<file path="config.mk">
export PLATFORM = sky130hd
export DESIGN_NAME = i2s_sample_tx
export DESIGN_NICKNAME = d
export VERILOG_FILES = /design/src/rtl/i2s_sample_tx.sv
export SDC_FILE = /design/constraint.sdc
export NUM_CORES = 1
export LEC_CHECK = 0
export CELL_PAD_IN_SITES_DETAIL_PLACEMENT = 1
export CELL_PAD_IN_SITES_GLOBAL_PLACEMENT = 1
export CORE_MARGIN = 4
export CORE_UTILIZATION = 40
export CTS_CLUSTER_SIZE = 16
export DETAILED_ROUTE_END_ITERATION = 6
export HOLD_SLACK_MARGIN = 0.06
export PLACE_DENSITY_LB_ADDON = 0.1
export SYNTH_ARGS = -nofsm -noshare
export SYNTH_HDL_FRONTEND = slang
export SYNTH_SLANG_ARGS = --single-unit
export TNS_END_PERCENT = 5
</file>
<file path="constraint.sdc">
create_clock -name clk -period 2.2 [get_ports clk]
set_clock_uncertainty 0.2 [all_clocks]
set_input_delay 0.44 -clock clk [delete_from_list [all_inputs] [get_ports clk]]
set_output_delay 0.44 -clock clk [all_outputs]
set_load 0.005 [all_outputs]
</file>
<file path="src/rtl/i2s_sample_tx.sv">
// i2s_sample_tx: I2S (Philips format) transmitter for the DAC path.
// A one-deep valid/ready buffer feeds a last-sample register; the latched
// sample is sent MSB-first in both the left and right slot of each frame.
// bclk and lrclk are derived from clk; an empty buffer at frame start
// pulses underrun and repeats the previous sample.
//
//   state    | meaning
//   ---------+-----------------------------------------------------------
//   ST_IDLE  | stopped, all serial outputs held low, counters cleared
//   ST_RUN   | bclk running, a new sample is loaded at every k=0
//   ST_DRAIN | stop requested; finish the frame, then fall back to IDLE
module i2s_sample_tx #(
  parameter int SAMPLE_WIDTH = 16,
  parameter int SLOT_WIDTH   = 32,
  parameter int BCLK_DIV     = 4
) (
  input  logic                    clk,
  input  logic                    reset,
  input  logic                    enable,
  input  logic [SAMPLE_WIDTH-1:0] din,
  input  logic                    din_valid,
  output logic                    din_ready,
  output logic                    bclk,
  output logic                    lrclk,
  output logic                    sdata,
  output logic                    underrun
);

  localparam int FRAME_BITS = 2 * SLOT_WIDTH;
  localparam int KW = $clog2(FRAME_BITS);
  localparam int DW = (BCLK_DIV > 1) ? $clog2(BCLK_DIV) : 1;
  localparam int IW = (SAMPLE_WIDTH > 1) ? $clog2(SAMPLE_WIDTH) : 1;
  localparam logic [KW-1:0] K_LAST   = KW'(FRAME_BITS - 1);
  localparam logic [DW-1:0] DIV_LAST = DW'(BCLK_DIV - 1);

  typedef enum logic [1:0] {
    ST_IDLE  = 2'd0,
    ST_RUN   = 2'd1,
    ST_DRAIN = 2'd2
  } state_t;

  state_t                  state_q, state_d;
  logic [DW-1:0]           div_q, div_d;
  logic [KW-1:0]           k_q, k_d;
  logic                    bclk_q, bclk_d;
  logic                    lrclk_q, lrclk_d;
  logic                    sdata_q, sdata_d;
  logic                    underrun_q, underrun_d;
  logic [SAMPLE_WIDTH-1:0] last_q, last_d;
  logic [SAMPLE_WIDTH-1:0] buf_q, buf_d;
  logic                    empty_q, empty_d;

  logic                    active;
  logic                    div_tc;
  logic                    bclk_fall;
  logic                    k_wrap;
  logic                    stop_now;
  logic                    load_now;
  logic                    xfer;
  logic [KW-1:0]           k_inc;
  logic [SAMPLE_WIDTH-1:0] sample_nxt;
  logic                    lr_nxt;
  logic                    bit_nxt;

  assign active     = (state_q != ST_IDLE);
  assign div_tc     = (div_q == DIV_LAST);
  assign bclk_fall  = active && div_tc && bclk_q;
  assign k_wrap     = bclk_fall && (k_q == K_LAST);
  // A draining transmitter stops exactly where the next frame would begin.
  assign stop_now   = k_wrap && (state_q == ST_DRAIN) && !enable;
  assign load_now   = k_wrap && !stop_now;
  assign k_inc      = (k_q == K_LAST) ? '0 : k_q + KW'(1);
  assign xfer       = din_valid && empty_q;
  // The load looks at the buffer as it was before this edge.
  assign sample_nxt = (load_now && !empty_q) ? buf_q : last_q;

  // Decode word select and data bit for the frame position being entered.
  always_comb begin
    int kk;
    int pos;
    kk      = int'(k_inc);
    pos     = (kk < SLOT_WIDTH) ? kk : kk - SLOT_WIDTH;
    lr_nxt  = (kk >= SLOT_WIDTH - 1) && (kk <= 2 * SLOT_WIDTH - 2);
    bit_nxt = 1'b0;
    if (pos < SAMPLE_WIDTH) begin
      bit_nxt = sample_nxt[IW'(SAMPLE_WIDTH - 1 - pos)];
    end
  end

  // FSM state register.
  always_ff @(posedge clk or negedge reset) begin
    if (!reset) state_q <= ST_IDLE;
    else        state_q <= state_d;
  end

  // FSM next-state logic.
  always_comb begin
    state_d = state_q;
    case (state_q)
      ST_IDLE:  if (enable) state_d = ST_RUN;
      ST_RUN:   if (!enable) state_d = ST_DRAIN;
      ST_DRAIN: begin
        if (stop_now)    state_d = ST_IDLE;
        else if (enable) state_d = ST_RUN;
      end
      default:  state_d = ST_IDLE;
    endcase
  end

  // FSM outputs: divider, frame pointer, serial pins and sample load.
  always_comb begin
    div_d      = div_q;
    k_d        = k_q;
    bclk_d     = bclk_q;
    lrclk_d    = lrclk_q;
    sdata_d    = sdata_q;
    underrun_d = 1'b0;
    last_d     = last_q;
    if (!active) begin
      div_d   = '0;
      bclk_d  = 1'b0;
      lrclk_d = 1'b0;
      sdata_d = 1'b0;
      // Park one position before the frame so the first fall enters k=0.
      k_d     = enable ? K_LAST : '0;
    end else begin
      div_d = div_tc ? '0 : div_q + DW'(1);
      if (div_tc) bclk_d = !bclk_q;
      if (stop_now) begin
        div_d   = '0;
        k_d     = '0;
        bclk_d  = 1'b0;
        lrclk_d = 1'b0;
        sdata_d = 1'b0;
      end else if (bclk_fall) begin
        k_d     = k_inc;
        lrclk_d = lr_nxt;
        sdata_d = bit_nxt;
      end
      if (load_now) begin
        last_d     = sample_nxt;
        underrun_d = empty_q;
      end
    end
  end

  // Input buffer: filled by a handshake, emptied by a frame-start load.
  always_comb begin
    buf_d   = buf_q;
    empty_d = empty_q;
    if (load_now && !empty_q) begin
      empty_d = 1'b1;
    end else if (xfer) begin
      buf_d   = din;
      empty_d = 1'b0;
    end
  end

  // Datapath registers.
  always_ff @(posedge clk or negedge reset) begin
    if (!reset) begin
      div_q      <= '0;
      k_q        <= '0;
      bclk_q     <= 1'b0;
      lrclk_q    <= 1'b0;
      sdata_q    <= 1'b0;
      underrun_q <= 1'b0;
      last_q     <= '0;
      buf_q      <= '0;
      empty_q    <= 1'b1;
    end else begin
      div_q      <= div_d;
      k_q        <= k_d;
      bclk_q     <= bclk_d;
      lrclk_q    <= lrclk_d;
      sdata_q    <= sdata_d;
      underrun_q <= underrun_d;
      last_q     <= last_d;
      buf_q      <= buf_d;
      empty_q    <= empty_d;
    end
  end

  assign din_ready = empty_q;
  assign bclk      = bclk_q;
  assign lrclk     = lrclk_q;
  assign sdata     = sdata_q;
  assign underrun  = underrun_q;

endmodule

</file>
Yosys cells after proc, flatten, opt, wreduce, memory -nomap -nowiden
Index checks and enable logic that the tools add are counted.
Storage, ports and cells
  bits in registers: 47
  bits of input ports: 20
  output and inout bits: 5
  logic and storage cells: 76
Cells by class
  add/sub/neg operators: 4
  order comparisons: 5
  eq/ne operators: 7
  multiplexer cells: 31
  bitwise logic cells: 1
  reductions and logical operators: 18
Operator list (count)
  $lt A32 B6 Y1 const B: 1
  $mux W32: 1
  $mux W6: 5
  $mux W1: 16
  $mux W16: 1
  $mux W2: 6
  $logic_and A1 B1 Y1: 9
  $sub A6 B6 Y7 const B: 1
  $add A6 B1 Y6 const B: 1
  $eq A6 B6 Y1 const B: 1
  $ge A6 B5 Y1 const B: 1
  $le A6 B6 Y1 const B: 1
  $lt A4 B6 Y1 const B: 1
  $lt A6 B6 Y1 const B: 1
  $ne A3 B1 Y1 const B: 2
  $pmux W2 S3: 1
  $bmux W1 S4: 1
  $eq A2 B2 Y1 const B: 2
  $logic_not A1 Y1: 4
  $reduce_and A2 Y1: 2
  $reduce_bool A2 Y1: 2
  $sub A1 B4 Y4 const A: 1
  $add A2 B1 Y2 const B: 1
  $eq A2 B1 Y1 const B: 1
  3 further kinds: 3

Logic depth before layout (Yosys ltp)
Gate-level depths: netlist (run 1).
  depth after elaboration: 17
  mapped depth: 9
  mapped depth without buffers: 8

Worst setup path before layout (run 1)
No wires, ideal clock.
  path kind: reg2reg
  from: register k_q[1]
  to: register last_q[11]
  arrival time: 1.970 ns
  required time: 1.875 ns
  slack: -0.095 ns
  cell stages (with the launch flop): 7
  path buffers: 2
  period minus slack after synthesis: 2.295 ns
  cells stage by stage: dfrtp_1 ha_1 buf_4 nand3_4 nor4_4 buf_2 mux2_2
On the way
  word-level cells in the longest chain between the ends: 8
RTL lines
  start, declared: line 44  | logic [KW-1:0] k_q, k_d;
  start signal, assigned: line 173  | k_q <= k_d;
  $eq A6 B6 Y1 (*): line 68  | assign k_wrap = bclk_fall && (k_q == K_LAST);
  $logic_and A1 B1 Y1 (*): line 68
  $logic_and A1 B1 Y1 (2 in a row): line 70  | assign stop_now = k_wrap && (state_q == ST_DRAIN) && !enable;
  $logic_not A1 Y1: line 71  | assign load_now = k_wrap && !stop_now;
  $logic_and A1 B1 Y1 (*): line 71
  $logic_and A1 B1 Y1: line 75  | assign sample_nxt = (load_now && !empty_q) ? buf_q : last_q;
  $mux W16: line 75
  end signal, assigned: line 178  | last_q <= last_d;
  end, declared: line 49  | logic [SAMPLE_WIDTH-1:0] last_q, last_d;
Every way passes the cells marked *; elsewhere a longest branch is shown, timed or not.
A chain may end at the register's enable or synchronous reset.

Worst setup path after layout (run 1)
  from: register div_q[0]
  to: register sdata_q, in the netlist sdata
On the way
  word-level cells in the longest chain between the ends: 17
RTL lines
  start, declared: line 43  | logic [DW-1:0] div_q, div_d;
  start signal, assigned: line 172  | div_q <= div_d;
  $eq A2 B2 Y1 (*): line 66  | assign div_tc = (div_q == DIV_LAST);
  $logic_and A1 B1 Y1 (*) (2 in a row): line 67  | assign bclk_fall = active && div_tc && bclk_q;
  $logic_and A1 B1 Y1: line 68
  $logic_and A1 B1 Y1 (2 in a row): line 70
  $logic_not A1 Y1: line 71
  $logic_and A1 B1 Y1: line 71
  $logic_and A1 B1 Y1: line 75
  $mux W16: line 75
  $bmux W1 S4: line 86  | bit_nxt = sample_nxt[IW'(SAMPLE_WIDTH - 1 - pos)];
  $mux W1 (not written as such) (2 in a row): line 86
  $mux W1: line 85  | if (pos < SAMPLE_WIDTH) begin
  $mux W1: line 135  | end else if (bclk_fall) begin
  $mux W1: line 129  | if (stop_now) begin
  $mux W1: line 119  | if (!active) begin
  end signal, assigned: line 176  | sdata_q <= sdata_d;
  end, declared: line 47  | logic sdata_q, sdata_d;
Every way passes the cells marked *; elsewhere a longest branch is shown, timed or not. The select of a mux whose other input is x is not followed.

==> results_dict.tcl, run 1 <==
set metrics [dict create \
    fin_area_um2 3190 \
    power.internal_mw 1.52 \
    peakVddDrop_v 0.000404 \
    status "finished with violations" \
    layout_common_cells "dfrtp_1 (45), buf_4 (42), mux2_2 (25)" \
    clock_power_share 0.245 \
    synth_edf_count 0 \
    htreeDepth 2 \
    rsz0062_at_grt "true" \
    wl_met1_um 2780 \
    critPathMaxFanout 3 \
    timing.fmax_mhz 447 \
    rrSetupSlack_ps -40 \
    finalNetCount 295 \
    port_buffers 24 \
    drt_first_iter_violations 118 \
    cp_slowest_stage_delay_ps 400 \
    holdPathEnd "last_q[12]$_DFFE_PN0P_" \
    p_sw_uw 718 \
    ant_nets 0 \
    finalWirelength_um 6360 \
    die_y_um 84.7 \
    report.final.setup_viol 5 \
    cts-buffers-inserted 5 \
    power.share.sequential 0.450 \
    maxSlewHeadroom 0.595 \
    fin_crit_ps 2240 \
    slowest_stage "dfrtp_1" \
    tightest_slew_ps 608 \
    maxSlewViolCount 0 \
    pwr-share-comb 0.306 \
    p_sw_frac 0.321 \
    fin_ws_ps -35.7 \
    track_usage 0.186 \
    path_class "register to register" \
    arrival_ps 2270 \
    hold_path.class "register to register" \
    final_common_cell "dfrtp_1" \
    via_per_inst 5.52 \
    violations "setup timing" \
    wl_per_cell_um 18.4 \
    clockRootBuffer "clkbuf_8" \
    fin_cells 345 \
    finalPower_mw 2.23 \
    synth-warning-count 0 \
    p_leak_nw 1.41 \
    final_hold_viol_count 0 \
    yosysSeqAreaShare 0.501 \
    pre_cts_slack_ps -454 \
    postSynth.asyncResetShare 1.00 \
    syn_area_um2 2350 \
    dr_wl_met3_um 186 \
    cap_violations 0 \
    rows 27 \
    cp.required_ps 2230 \
    powerDensity_nw_per_um2 701 \
    die-area_um2 7170 \
    wl_met2_um 3310 \
    initial_core_util 0.419 \
    syn_to_final_growth_pct 35.6 \
    io_pins 25 \
    clk_latency_ps 310 \
    regToRegStartpoint "div_q[0]$_DFF_PN0_" \
    clk_pin_slew_ps 100 \
    grt_max_degree 26 \
    crit_top_cell "buf_4" \
    gp_congestion 0.961 \
    r2r_cells 9 \
    drc 0 \
    synth-main-ff-cell "dfrtp_1" \
    end_kind "register" \
    hold_depth 1 \
    placed_area_um2 2920 \
    synth_cell_types 50 \
    syn-mean-instance-area_um2 11.5 \
    path_cells "ha_4 > nand3b_1 > buf_4 > nor4_4 > buf_4 > o311ai_2 > a211oi_2 > o22ai_1 > a22oi_2" \
    cts_buffer_depth 2 \
    syn_nets 227 \
    timing.rr.end "sdata$_DFFE_PN0P_" \
    grt_pass1_wl_um 10600 \
    core-area_um2 5610 \
    num_vias 1906 \
    cts_tree "built" \
    drive_gt1_frac 0.374 \
    hp-start "buf_q[12]$_DFFE_PN0P_" \
    first_pass_iters 4 \
    overflow 0 \
    dp_hpwl_um 4740 \
    synth-seq-cells 47 \
    antenna_found_initial 0 \
    post-place-cells 328 \
    synth_cells 204 \
    first_global_vias 2093 \
    clock-sinks 47 \
    routed.top_layer "met4" \
    diodes 0 \
    timing.final.crit_share 1.02 \
    fp.dieW_um 84.7 \
    critPathLaunchType "register" \
    setup_tns_ps -82.1 \
]
## what timing repair did
| item | 4_1_cts | 5_1_grt |
|---|---|---|
| resized for setup | 13 | 9 |
| buffers inserted | 4 | 4 |
| setup endpoints to repair | 8 | 2 |
| hold endpoints to repair | 22 | 0 |
| hold buffers | 1 | 0 |
| pin swaps | 3 | 8 |
## power groups by stage
stage | clock network, mW | logic [mW] | registers, mW
2_1_floorplan | 0 | 0.313 | 0.991
3_3_place_gp | 0 | 0.573 | 1.00
3_5_place_dp | 0 | 0.596 | 1.01
4_1_cts | 0.569 | 0.641 | 0.999
5_1_grt | 0.604 | 0.736 | 1.02
6_report | 0.547 | 0.683 | 1.00
## metrics by stage
step           utilization  hold slack [ps]
5_1_grt              0.568              327
2_1_floorplan            -            -55.6
6_report             0.568              298
3_5_place_dp         0.520              246
3_3_place_gp         0.520              226
4_1_cts              0.554              263
## critical path: cells and delay by family, from the launching register on
kind,cells,cell delay (ps)
compound gates,4,610
flops,1,400
simple gates,2,430
buf+inv,2,360
fa+ha+maj,1,160
## synth_stat cells, types with 3 or more instances
cell,instances,area share
o22ai_1,3,0.0080
o21ai_0,9,0.019
inv_1,7,0.011
a221o_1,3,0.013
nand3_1,5,0.011
xor2_1,3,0.011
nand2_1,12,0.019
dfrtp_1,46,0.49
nor2_1,9,0.014
nor3_1,7,0.015
ha_1,3,0.016
a21oi_1,9,0.019
mux2_2,25,0.12
buf_4,4,0.013
and2_1,6,0.016
mux2_1,9,0.043
xnor2_1,3,0.011
## metal layers
layer / track usage / vias up
li1: - / 887
met3: 0.0353 / 11
met1: 0.231 / 974
met5: 0 / -
met2: 0.332 / 34
met4: 0.0432 / 0
## registers in the layout (all words and copies together), names as in the netlist, 2 cells and up
signal / cells
buf_q: 16
div_q: 2
k_q: 6
last_q: 16
state_q: 2
## cell families (layout without fill, tap and decap cells)
family	count (synthesis)	in the layout	synth area share
and+or+nand+nor	53	53	0.129
DFF	47	47	0.501
AOI/OAI and AO/OA	46	46	0.138
muxes	34	34	0.163
buffers and inverters	15	84	0.0314
xor gates and xnor gates	6	6	0.0224
adders and majority gates	3	3	0.0160
## worst max-delay path by stage
| stage | from | end | slack, ps | cells after the start |
|---|---|---|---|---|
| after floorplan | div_q[0]$_DFF_PN0_ | sdata$_DFFE_PN0P_ | -10 | 7 |
| after global placement | enable | sdata$_DFFE_PN0P_ | -340 | 7 |
| after global routing | div_q[0]$_DFF_PN0_ | sdata$_DFFE_PN0P_ | -180 | 9 |
| after detailed placement | enable | sdata$_DFFE_PN0P_ | -450 | 7 |
| final | div_q[0]$_DFF_PN0_ | sdata$_DFFE_PN0P_ | -40 | 9 |
| after CTS | k_q[0]$_DFFE_PN0P_ | sdata$_DFFE_PN0P_ | 3 | 7 |
## cell type report
type | count | area (µm²)
fillers | 619 | 2420
multi-input cells | 142 | 1210
flip-flops and latches | 47 | 1180
repair buffers | 69 | 591
well taps | 72 | 90.1
clock buffers | 5 | 68.8
inverters | 7 | 26.3
clock inverters | 3 | 22.5
Note: power is estimated with default switching activity, not from simulation.
==> run 2: changes to the inputs <==
- CTS_BUF_LIST: unset -> sky130_fd_sc_hd__clkbuf_16
==> run 2 against run 1 <==
Compared with the run above: the flow still finishes with violations (setup timing); maximum frequency barely moved; cell count grew 4.1%; sequential power hardly changed; critical path depth shrank 1; setup slack improved by 0.63 ps; hold slack worse by 7.2 ps; wire length rose by 9.7%; total power up 15%; die area is the same; first-iteration DRC count shrank 19%; clock-buffer cell count unchanged.
==> results_dict.tcl, run 2 (same netlist as run 1, synthesis figures left out) <==
set metrics [dict create \
    track_usage 0.191 \
    fill_cells 597 \
    io_pins 25 \
    fin_cells 359 \
    final_common_cell "buf_4" \
    clk_pin_slew_ps 70 \
    final_util 0.610 \
    status "finished with violations" \
    finalPower_mw 2.57 \
    gp_congestion 0.961 \
    die-area_um2 7170 \
    regToRegStartpoint "div_q[0]$_DFF_PN0_" \
    finalWirelength_um 6980 \
    die_y_um 84.7 \
    clk_latency_ps 290 \
    cts_buffer_depth 2 \
    rsz0062_at_grt "true" \
    core-area_um2 5610 \
    fin_crit_ps 2240 \
    r2r_cells 8 \
    first_pass_iters 4 \
    ant_nets 0 \
    via_per_inst 5.58 \
    htreeDepth 2 \
    maxSlewViolCount 0 \
    setup_tns_ps -35.1 \
    endpoint "sdata$_DFFE_PN0P_" \
    layout_common_cells "buf_4 (51), dfrtp_1 (45), mux2_2 (25)" \
    timing.fmax_mhz 447 \
    dp_hpwl_um 4740 \
    arrival_ps 2250 \
    hold_path.class "register to register" \
    overflow 0 \
    largestRegisters "buf_q x16, last_q x16, k_q x6" \
    fin_ws_ps -35.1 \
    timing.rr.end "sdata$_DFFE_PN0P_" \
    post-place-cells 328 \
    startpoint "div_q[0]$_DFF_PN0_" \
    critPathMaxFanout 2 \
    antenna_found_initial 0 \
    hold_depth 1 \
    port_buffers 24 \
    finalNetCount 309 \
    grt_max_degree 26 \
    drc 0 \
    first_global_vias 2071 \
    tightest_slew_ps 596 \
    cts-buffers-inserted 5 \
    rows 27 \
    syn_to_final_growth_pct 45.6 \
    cap_violations 0 \
    critPathLaunchType "register" \
    grt_pass1_wl_um 10800 \
    final_hold_viol_count 0 \
    timing.final.crit_share 1.02 \
    fp.dieW_um 84.7 \
    violations "setup timing" \
    drive_gt1_frac 0.429 \
    report.final.setup_viol 1 \
    initial_core_util 0.419 \
    end_kind "register" \
    cts_tree "built" \
    diodes 0 \
    drt_first_iter_violations 95 \
    powerDensity_nw_per_um2 751 \
    num_vias 2003 \
    clock-sinks 47 \
    path_class "register to register" \
    cp.required_ps 2210 \
    clockRootBuffer "clkbuf_16" \
    wl_per_cell_um 19.4 \
    maxSlewHeadroom 0.603 \
    p_leak_nw 1.53 \
    peakVddDrop_v 0.000440 \
    rrSetupSlack_ps -40 \
]
==> run 2: metal layers <==
metal	track usage	wire length [µm]	share of wire	up-vias
met5	0	0	0	-
met4	0.0489	208	0.030	0
met3	0.0334	215	0.031	25
met2	0.344	3610	0.52	58
met1	0.236	2950	0.42	996
li1	-	-	-	924
==> run 2: worst min path at each step <==
stage                                startpoint                endpoint  slack, ps
final                     buf_q[12]$_DFFE_PN0P_  last_q[12]$_DFFE_PN0P_        290
after global placement       div_q[0]$_DFF_PN0_      div_q[0]$_DFF_PN0_        230
after CTS                    div_q[0]$_DFF_PN0_      div_q[0]$_DFF_PN0_        250
after global routing       buf_q[0]$_DFFE_PN0P_    buf_q[0]$_DFFE_PN0P_        320
after floorplan                           reset        bclk$_DFFE_PN0P_        -60
after detailed placement     div_q[0]$_DFF_PN0_      div_q[0]$_DFF_PN0_        250
==> run 2: repair_timing <==
item                                   4_1_cts  5_1_grt
endpoints found under the hold margin       22        0
setup endpoints to repair                   11       12
pin swaps                                    5       14
buffers inserted                             3       21
resized for setup                           10       29
gates cloned                                 0        0
hold buffers                                 1        0
==> run 2: area by class of cell <==
| type | instances | area, µm² | share of cell area |
|---|---|---|---|
| inverters | 7 | 30.0 | 0.00878 |
| repair buffers | 83 | 714 | 0.209 |
| clock inverters | 3 | 22.5 | 0.00658 |
| well taps | 72 | 90.1 | 0.0263 |
| multi-input cells | 142 | 1260 | 0.369 |
| clock buffers | 5 | 125 | 0.0366 |
| flip-flops and latches | 47 | 1180 | 0.344 |
==> run 2: where the power goes <==
group	leakage (nW)	internal, mW	switching [mW]
logic	0.835	0.415	0.375
registers	0.619	0.936	0.0726
clock network	0.0746	0.428	0.345
==> run 2: critical path, cell delays in order (launching register included) <==
cell and delay, ps:
dfrtp_1 390, ha_4 150, nand3b_1 160, nor4_4 370
buf_4 170, nor3_1 60, nor4_2 350, o211ai_1 160
a22oi_2 160
==> run 2: per-stage QoR <==
step | worst slack [ps] | area (µm²) | hold WS, ps
floorplan | -14.7 | 2360 | -55.6
global placement | -336 | 2920 | 226
detailed placement | -454 | 2920 | 246
CTS | -37.6 | 3140 | 255
global route | -112 | 3420 | 322
finish | -35.1 | 3420 | 290
==> run 3: changes to the inputs <==
- HOLD_SLACK_MARGIN: 0.06 -> 0.08
==> results of run 3 <==
Final layout, timing and power as in run 2 (identical DEF).
